## config.mk

```make
export PLATFORM = sky130hd
export DESIGN_NAME = pwm_capture
export DESIGN_NICKNAME = d
export VERILOG_FILES = /design/src/rtl/pwm_capture.sv
export SDC_FILE = /design/constraint.sdc
export NUM_CORES = 1
export LEC_CHECK = 0
export CAP_MARGIN = 20
export CORE_MARGIN = 4
export CORE_UTILIZATION = 50
export DETAILED_ROUTE_END_ITERATION = 12
export GPL_ROUTABILITY_DRIVEN = 0
export HOLD_SLACK_MARGIN = 0.12
export PLACE_DENSITY = 0.77
export SLEW_MARGIN = 10
export SYNTH_ARGS = -nofsm -noshare
export SYNTH_HDL_FRONTEND = slang
export SYNTH_SLANG_ARGS = --single-unit
```

## constraint.sdc

```tcl
create_clock -name sysclk -period 2.02 [get_ports sysclk]
set_clock_uncertainty 0.15 [all_clocks]
set_input_delay 0.303 -clock sysclk [delete_from_list [all_inputs] [get_ports sysclk]]
set_output_delay 0.303 -clock sysclk [all_outputs]
set_load 0.1 [all_outputs]
```

## src/rtl/pwm_capture.sv

```systemverilog
// Pulse-width demodulator. It measures the high time and the rise-to-rise period of a sampled PWM input
// and reports the recovered duty code, flags periods of the wrong length and flags an input that has stopped toggling.
module pwm_capture #(
   parameter int WIDTH   = 8,
   parameter int TIMEOUT = 2 * (2 ** WIDTH)
) (
   input  logic               sysclk,
   input  logic               i_rst_n,
   input  logic               i_enb,
   input  logic               i_pwm,
   output logic [WIDTH-1:0]   o_duty,
   output logic               o_valid,
   output logic               o_period_err,
   output logic               o_static,
   output logic [WIDTH+1:0]   o_period
);

   typedef enum logic [1:0] {
      IDLE,
      HUNT,
      MEASURE,
      STATIC
   } state_t;

   localparam logic [WIDTH+1:0] PER_NOM = {2'b01, {WIDTH{1'b0}}};
   localparam logic [WIDTH+1:0] PER_MAX = (WIDTH+2)'(TIMEOUT);
   localparam logic [WIDTH+1:0] PER_ONE = {{(WIDTH+1){1'b0}}, 1'b1};
   localparam logic [WIDTH:0]   HI_MAX  = {1'b1, {WIDTH{1'b0}}};
   localparam logic [WIDTH:0]   HI_ONE  = {{WIDTH{1'b0}}, 1'b1};

   state_t             r_state;
   logic               r_sync1;
   logic               r_spwm;
   logic               r_sprev;
   logic [WIDTH+1:0]   r_per_cnt;
   logic [WIDTH:0]     r_hi_cnt;
   logic [WIDTH-1:0]   r_duty;
   logic [WIDTH+1:0]   r_period;
   logic               r_valid;
   logic               r_period_err;
   logic               r_static;

   logic               w_rise;
   logic [WIDTH+1:0]   w_per_inc;
   logic [WIDTH:0]     w_hi_inc;
   logic               w_timeout;
   logic               w_good;

   // The synchronizer stays active while capture is disabled, so enabling never produces a stale edge.
   always_ff @(posedge sysclk or negedge i_rst_n) begin
      if (!i_rst_n) begin
         r_sync1 <= 1'b0;
         r_spwm  <= 1'b0;
         r_sprev <= 1'b0;
      end else begin
         r_sync1 <= i_pwm;
         r_spwm  <= r_sync1;
         r_sprev <= r_spwm;
      end
   end

   assign w_rise = r_spwm & ~r_sprev;

   always_comb begin
      w_per_inc = (r_per_cnt >= PER_MAX) ? PER_MAX : r_per_cnt + PER_ONE;
      w_hi_inc  = (r_hi_cnt >= HI_MAX) ? HI_MAX
                                       : r_hi_cnt + {{WIDTH{1'b0}}, r_spwm};
      w_timeout = (r_per_cnt == PER_MAX);
      w_good    = (r_per_cnt == PER_NOM) && (r_hi_cnt < HI_MAX);
   end

   always_ff @(posedge sysclk or negedge i_rst_n) begin
      if (!i_rst_n) begin
         r_state      <= IDLE;
         r_per_cnt    <= '0;
         r_hi_cnt     <= '0;
         r_duty       <= '0;
         r_period     <= '0;
         r_valid      <= 1'b0;
         r_period_err <= 1'b0;
         r_static     <= 1'b0;
      end else begin
         // NOTE: the strobes default low on every edge, which guarantees a one-cycle pulse from any branch that sets them.
         r_valid      <= 1'b0;
         r_period_err <= 1'b0;

         if (!i_enb) begin
            r_state   <= IDLE;
            r_per_cnt <= '0;
            r_hi_cnt  <= '0;
            r_static  <= 1'b0;
         end else if (r_state == IDLE) begin
            r_state   <= HUNT;
            r_per_cnt <= '0;
            r_hi_cnt  <= '0;
            r_static  <= 1'b0;
         end else begin
            // At a rise, the counter values before this update describe the window that just ended.
            r_per_cnt <= w_rise ? PER_ONE : w_per_inc;
            r_hi_cnt  <= w_rise ? HI_ONE  : w_hi_inc;

            case (r_state)
               HUNT: begin
                  if (w_rise) begin
                     r_state <= MEASURE;
                  end else if (w_timeout) begin
                     r_state  <= STATIC;
                     r_static <= 1'b1;
                     r_valid  <= 1'b1;
                     r_duty   <= {WIDTH{r_spwm}};
                  end
               end

               MEASURE: begin
                  if (w_rise) begin
                     r_period <= r_per_cnt;
                     if (w_good) begin
                        r_duty  <= r_hi_cnt[WIDTH-1:0];
                        r_valid <= 1'b1;
                     end else begin
                        r_period_err <= 1'b1;
                     end
                  end else if (w_timeout) begin
                     r_state  <= STATIC;
                     r_static <= 1'b1;
                     r_valid  <= 1'b1;
                     r_duty   <= {WIDTH{r_spwm}};
                  end
               end

               STATIC: begin
                  if (w_rise) begin
                     r_state  <= MEASURE;
                     r_static <= 1'b0;
                  end
               end

               IDLE: begin
                  r_state <= HUNT;
               end
            endcase
         end
      end
   end

   assign o_duty       = r_duty;
   assign o_valid      = r_valid;
   assign o_period_err = r_period_err;
   assign o_static     = r_static;
   assign o_period     = r_period;

   a_strobe_excl: assert property (@(posedge sysclk) disable iff (!i_rst_n)
                                   !(o_valid && o_period_err));
   a_valid_pulse: assert property (@(posedge sysclk) disable iff (!i_rst_n)
                                   o_valid |=> !o_valid);

endmodule
```

==> results of run 1 <==
power by group through the flow:
stage          clock [mW]  sequential [mW]  combinational (mW)
3_3_place_gp            0            0.953               0.227
6_report            0.542            0.937               0.247
5_1_grt             0.586            0.941               0.272
4_1_cts             0.553            0.938               0.239
3_5_place_dp            0            0.955               0.236
2_1_floorplan           0            0.994               0.114
logic make-up after synthesis:
group	Yosys count	share of synthesized area, %
xor+xnor	13	5.33
mux	10	5.27
flops	45	52.7
compound gates	35	12.7
simple gates	62	16.5
buf+inv	12	2.23
fa+ha+maj	9	5.27
worst paths after layout:
kind,startpoint,end,depth (start not counted)
min in group asynchronous,i_rst_n,r_hi_cnt[3],3
worst max-delay path,r_state[1],o_period[3],6
worst max register to register,r_state[1],o_period[3],6
worst min register to register,r_sync1,r_spwm,0
max in group asynchronous,i_rst_n,r_state[0],3
worst min-delay path,r_sync1,r_spwm,0
per-layer routing:
layer	vias to the layer above	share of wire (%)
met4	0	1.9
li1	732	-
met3	10	5.9
met2	48	49
met1	784	43
met5	-	0
registers in the layout, summed over array words and instances, names as in the netlist:
| register | flops |
|---|---|
| o_period | 10 |
| r_per_cnt | 10 |
| r_spwm | 1 |
| o_static | 1 |
| r_sprev | 1 |
| r_sync1 | 1 |
| o_duty | 8 |
| o_period_err | 1 |
| o_valid | 1 |
| r_hi_cnt | 9 |
| r_state | 2 |
cells in the mapped netlist, drive strengths merged (2+ instances only):
cell type,instances,share of area (%)
o21ai,2,0.47
nor3,2,0.47
a31oi,2,0.59
nand2b,4,1.2
nor3b,2,0.94
nand3,8,1.9
o211ai,3,1.1
o22a,8,3.3
a21oi,5,1.2
ha,9,5.3
xor2,9,3.7
or2,3,0.88
clkbuf,2,0.35
inv,8,1.4
nand4,4,1.2
buf,2,0.47
nand2,9,1.7
mux2,10,5.3
nor2,19,3.3
dfrtp,45,53
o21a,8,2.8
xnor2,4,1.6
and4,2,0.88
a21boi,2,0.70
nor2b,2,0.59
cell type report:
class | instances | area, um^2 | area share [%]
Clock buffer | 6 | 72.6 | 2.84
Clock inverter | 2 | 10.0 | 0.392
Inverter | 8 | 30.0 | 1.18
Multi-Input combinational cell | 129 | 963 | 37.7
Sequential cell | 45 | 1130 | 44.2
Tap cell | 50 | 62.6 | 2.45
Timing Repair Buffer | 37 | 287 | 11.2
through the flow:
stage	worst slack, ns	std cells
floorplan	0.101	186
global placement	0.108	265
detailed placement	0.0630	265
CTS	0.0182	274
global route	0.00780	277
finish	0.0960	277
worst max-delay path, stage by stage (launching register included):
cell and delay, ns:
dfrtp_2 0.43, inv_1 0.08, ha_1 0.25, nand2b_1 0.21
nor2_1 0.15, buf_6 0.18, mux2_2 0.35
what timing repair did:
| item | CTS | global route |
|---|---|---|
| hold endpoints to repair | 45 | 0 |
| endpoints found under the setup margin | 0 | 18 |
| resized for setup | 0 | 4 |
| buffers inserted | 0 | 3 |
| hold buffers | 1 | 0 |
==> flow_summary.json, run 1 <==
{
  "leakage_nw": 1.20,
  "die_area_mm2": 0.00538,
  "syn_to_final_growth_pct": 19.6,
  "worstPathMaxFanout": 11,
  "setup_violations": 0,
  "syn-num-nets": 199,
  "p_per_area_mw_per_mm2": 676,
  "fp.dieW_um": 73.4,
  "vias": 1574,
  "numPortBuffers": 24,
  "cts_root_buf": "clkbuf_8",
  "drv_cap": 0,
  "tightestPinTransition_ns": 0.572,
  "path_clk_slew_ns": 0.08,
  "drt_iter0_drc": 85,
  "arrival_ns": 1.95,
  "synthCells": 186,
  "coreArea_mm2": 0.00406,
  "tritoncts": "done",
  "stdcell_area_mm2": 0.00255,
  "mostFrequentLayoutCells": "43 x dfrtp_1, 32 x buf_4, 19 x nor2_1",
  "power_mw": 1.73,
  "async_reset_ff_share_pct": 100,
  "synth_ff_type": "dfrtp_1",
  "use_met3_pct": 3.97,
  "drc_errors": 0,
  "min_path_type": "reg -> reg",
  "grt_max_degree": 46,
  "cts_buffer_depth": 2,
  "htreeDepth": 2,
  "synth-edff-count": 0,
  "final_nets": 239,
  "grt_pass1_wl_um": 7710,
  "antenna_found_initial": 0,
  "comb_power_share_pct": 14.3,
  "grt_setup_unrepaired": "false",
  "relSlewSlack_pct": 61.9,
  "hold_slack_ns": 0.208,
  "max_freq_mhz": 520,
  "switchingPower_uw": 479,
  "syn-cell-area_mm2": 0.00214,
  "ant_nets": 0,
  "p_seq_share_pct": 54.3,
  "grt_pass1_vias": 1626,
  "grt_overflow": 0,
  "drive_gt1_share_pct": 28.2,
  "final_common_cell": "dfrtp_1",
  "fin_crit_ns": 1.92,
  "clock-sinks": 45,
  "utilization_pct": 62.9,
  "busiest_layer": "met2",
  "end_kind": "flip-flop",
  "crit_required_ns": 2.05,
  "synth_warnings": 0,
  "rows": 23,
  "irDropWorstVdd_mv": 0.430,
  "final-hold-violation-count": 0,
  "met2_usage_pct": 30.8,
  "seq_area_frac_synth_pct": 52.7,
  "dp_hpwl_um": 3190,
  "synth-seq-cells": 45,
  "avgViaCountPerCell": 5.68,
  "syn_area_per_cell_um2": 11.5,
  "ys_types": 40,
  "grt.total_usage_pct": 18.4,
  "rrSetupSlack_ns": 0.1,
  "dr.pass1.iters": 4,
  "clkPwrFrac_pct": 31.4,
  "start_kind": "flip-flop",
  "ios": 25,
  "p_sw_share_pct": 27.8,
  "numCtsBuffers": 5,
  "slew_viol_final": 0,
  "criticalPathCategory": "reg -> reg",
  "status": "completed",
  "grt_use_met1_pct": 23.7,
  "finalCritPeriodShare_pct": 95.2,
  "setup-tns-final_ns": 0,
  "placed_area_mm2": 0.00243,
  "fillers": 305,
  "clk-insertion-delay-late_ns": 0.30,
  "antenna_cells": 0,
  "internal-power_mw": 1.25,
  "die_h_um": 73.4,
  "routed_wl_um": 4500,
  "initial_core_util_pct": 52.6,
  "routedWlPerCell_um": 16.2
}
Note: power is estimated with default switching activity, not from simulation.
==> inputs of run 2 (changes only) <==
Settings changed: PLACE_DENSITY 0.77 to 0.79.
==> run 2 against run 1 <==
  * Cell area up 1.3%
  * Highest routed layer unchanged
  * Worst hold slack worse by 0.0044 ns
  * Critical endpoint is now o_duty[1]
  * Critical path type unchanged
  * Power is 3.8% higher
  * First-iteration DRC count rose by 19%
  * Flip-flop and latch count unchanged
==> flow_summary.json, run 2 (same netlist as run 1, synthesis figures left out) <==
{
  "arrival_ns": 1.92,
  "min_path_type": "reg -> reg",
  "routed_wl_um": 4100,
  "grt_setup_unrepaired": "false",
  "clk-insertion-delay-late_ns": 0.30,
  "die_h_um": 73.4,
  "coreArea_mm2": 0.00406,
  "start_kind": "flip-flop",
  "grt_pass1_vias": 1533,
  "cts-resized-gates": 0,
  "ios": 25,
  "drc_errors": 0,
  "worstPathMaxFanout": 8,
  "dr.pass1.iters": 6,
  "final_common_cell": "dfrtp_1",
  "leakage_nw": 1.23,
  "fin_ws_ns": 0.136,
  "stdcell_area_mm2": 0.00259,
  "grt_max_degree": 22,
  "numCtsBuffers": 5,
  "mostFrequentLayoutCells": "45 x dfrtp_1, 36 x buf_4, 19 x nor2_1",
  "rows": 23,
  "slew_viol_final": 0,
  "end_kind": "flip-flop",
  "numPortBuffers": 24,
  "cts_root_buf": "clkbuf_8",
  "hold_start": "r_sync1",
  "pre_cts_slack_ns": 0.125,
  "finalCritPeriodShare_pct": 93.3,
  "path_clk_slew_ns": 0.08,
  "htreeDepth": 2,
  "relSlewSlack_pct": 69.0,
  "dp_hpwl_um": 2940,
  "syn_to_final_growth_pct": 21.1,
  "ant_nets": 0,
  "drv_cap": 0,
  "antenna_cells": 0,
  "tritoncts": "done",
  "cts_buffer_depth": 2,
  "fillers": 329,
  "final_nets": 242,
  "stdcell_count": 280,
  "rr_worst_depth": 4,
  "min_to": "r_spwm",
  "routedWlPerCell_um": 14.7,
  "place_inst": 271,
  "crit_required_ns": 2.06,
  "grt.total_usage_pct": 17.4,
  "drive_gt1_share_pct": 28.3,
  "placed_area_mm2": 0.00248,
  "grt_overflow": 0,
  "irDropWorstVdd_mv": 0.389,
  "seq_area_mm2": 0.00113,
  "die_area_mm2": 0.00538,
  "hold_depth": 0,
  "setup-tns-final_ns": 0,
  "initial_core_util_pct": 52.6,
  "multiInputGateArea_um2": 962,
  "setup_violations": 0,
  "reg2reg_to": "o_duty[1]",
  "r2r-start": "r_per_cnt[4]",
  "drt_iter0_drc": 101,
  "antenna_found_initial": 0,
  "tightestPinTransition_ns": 0.465,
  "rrSetupSlack_ns": 0.14,
  "fp.dieW_um": 73.4,
  "p_per_area_mw_per_mm2": 692,
  "hold_slack_ns": 0.204,
  "clock-sinks": 45,
  "avgViaCountPerCell": 5.34,
  "max_freq_mhz": 531,
  "criticalPathCategory": "reg -> reg",
  "status": "completed",
  "postCtsSetupRepairBufs": 0,
  "vias": 1495,
  "final-hold-violation-count": 0,
  "grt_pass1_wl_um": 7250,
  "fin_crit_ns": 1.88
}
## run 2: metal layers
metal | track usage, % | wire, um
met1 | 24.6 | 2110
met2 | 25.1 | 1790
met3 | 4.24 | 134
met4 | 8.25 | 74
met5 | 0 | 0
## run 2: critical path, stage by stage (launching register included)
cell     delay (ns)
dfrtp_1        0.46
nor4_4         0.43
nand3_1        0.19
a21o_1         0.32
o22a_1         0.22
## run 2: worst max path at each step
stage                 start           end  slack (ns)  depth (start not counted)
4_1_cts        r_per_cnt[4]     o_duty[1]        0.15                          4
6_report       r_per_cnt[4]     o_duty[1]        0.14                          4
3_3_place_gp          i_enb  r_per_cnt[5]        0.15                          5
3_5_place_dp          i_enb   o_period[5]        0.13                          5
5_1_grt        r_per_cnt[4]     o_duty[7]        0.03                          4
2_1_floorplan    r_state[0]   o_period[1]        0.10                          6
## run 2: cell type report
class | count | share of cell area [%]
sequential | 45 | 43.5
multi-input combinational | 129 | 37.2
clock inverter | 1 | 0.193
clock buffer | 7 | 3.72
tap | 50 | 2.42
timing repair buffer | 40 | 11.8
inverter | 8 | 1.16
## run 2: report_power, final
part	total (mW)	switching, mW	leakage (nW)	internal [mW]
Sequential	0.932	0.0124	0.618	0.919
Combinational	0.257	0.165	0.561	0.0921
Clock	0.604	0.294	0.0542	0.309
Total	1.79	0.471	1.23	1.32
## run 2: what timing repair did
action                                 in CTS  in global routing
hold buffers                                1                  0
setup endpoints to repair                   0                  0
endpoints found under the hold margin      19                  0
## run 2: through the flow
step / power, mW / utilization (%)
floorplan: 1.11 / -
global placement: 1.20 / 61.0
detailed placement: 1.20 / 61.0
CTS: 1.81 / 63.8
global route: 1.87 / 63.8
finish: 1.79 / 63.8
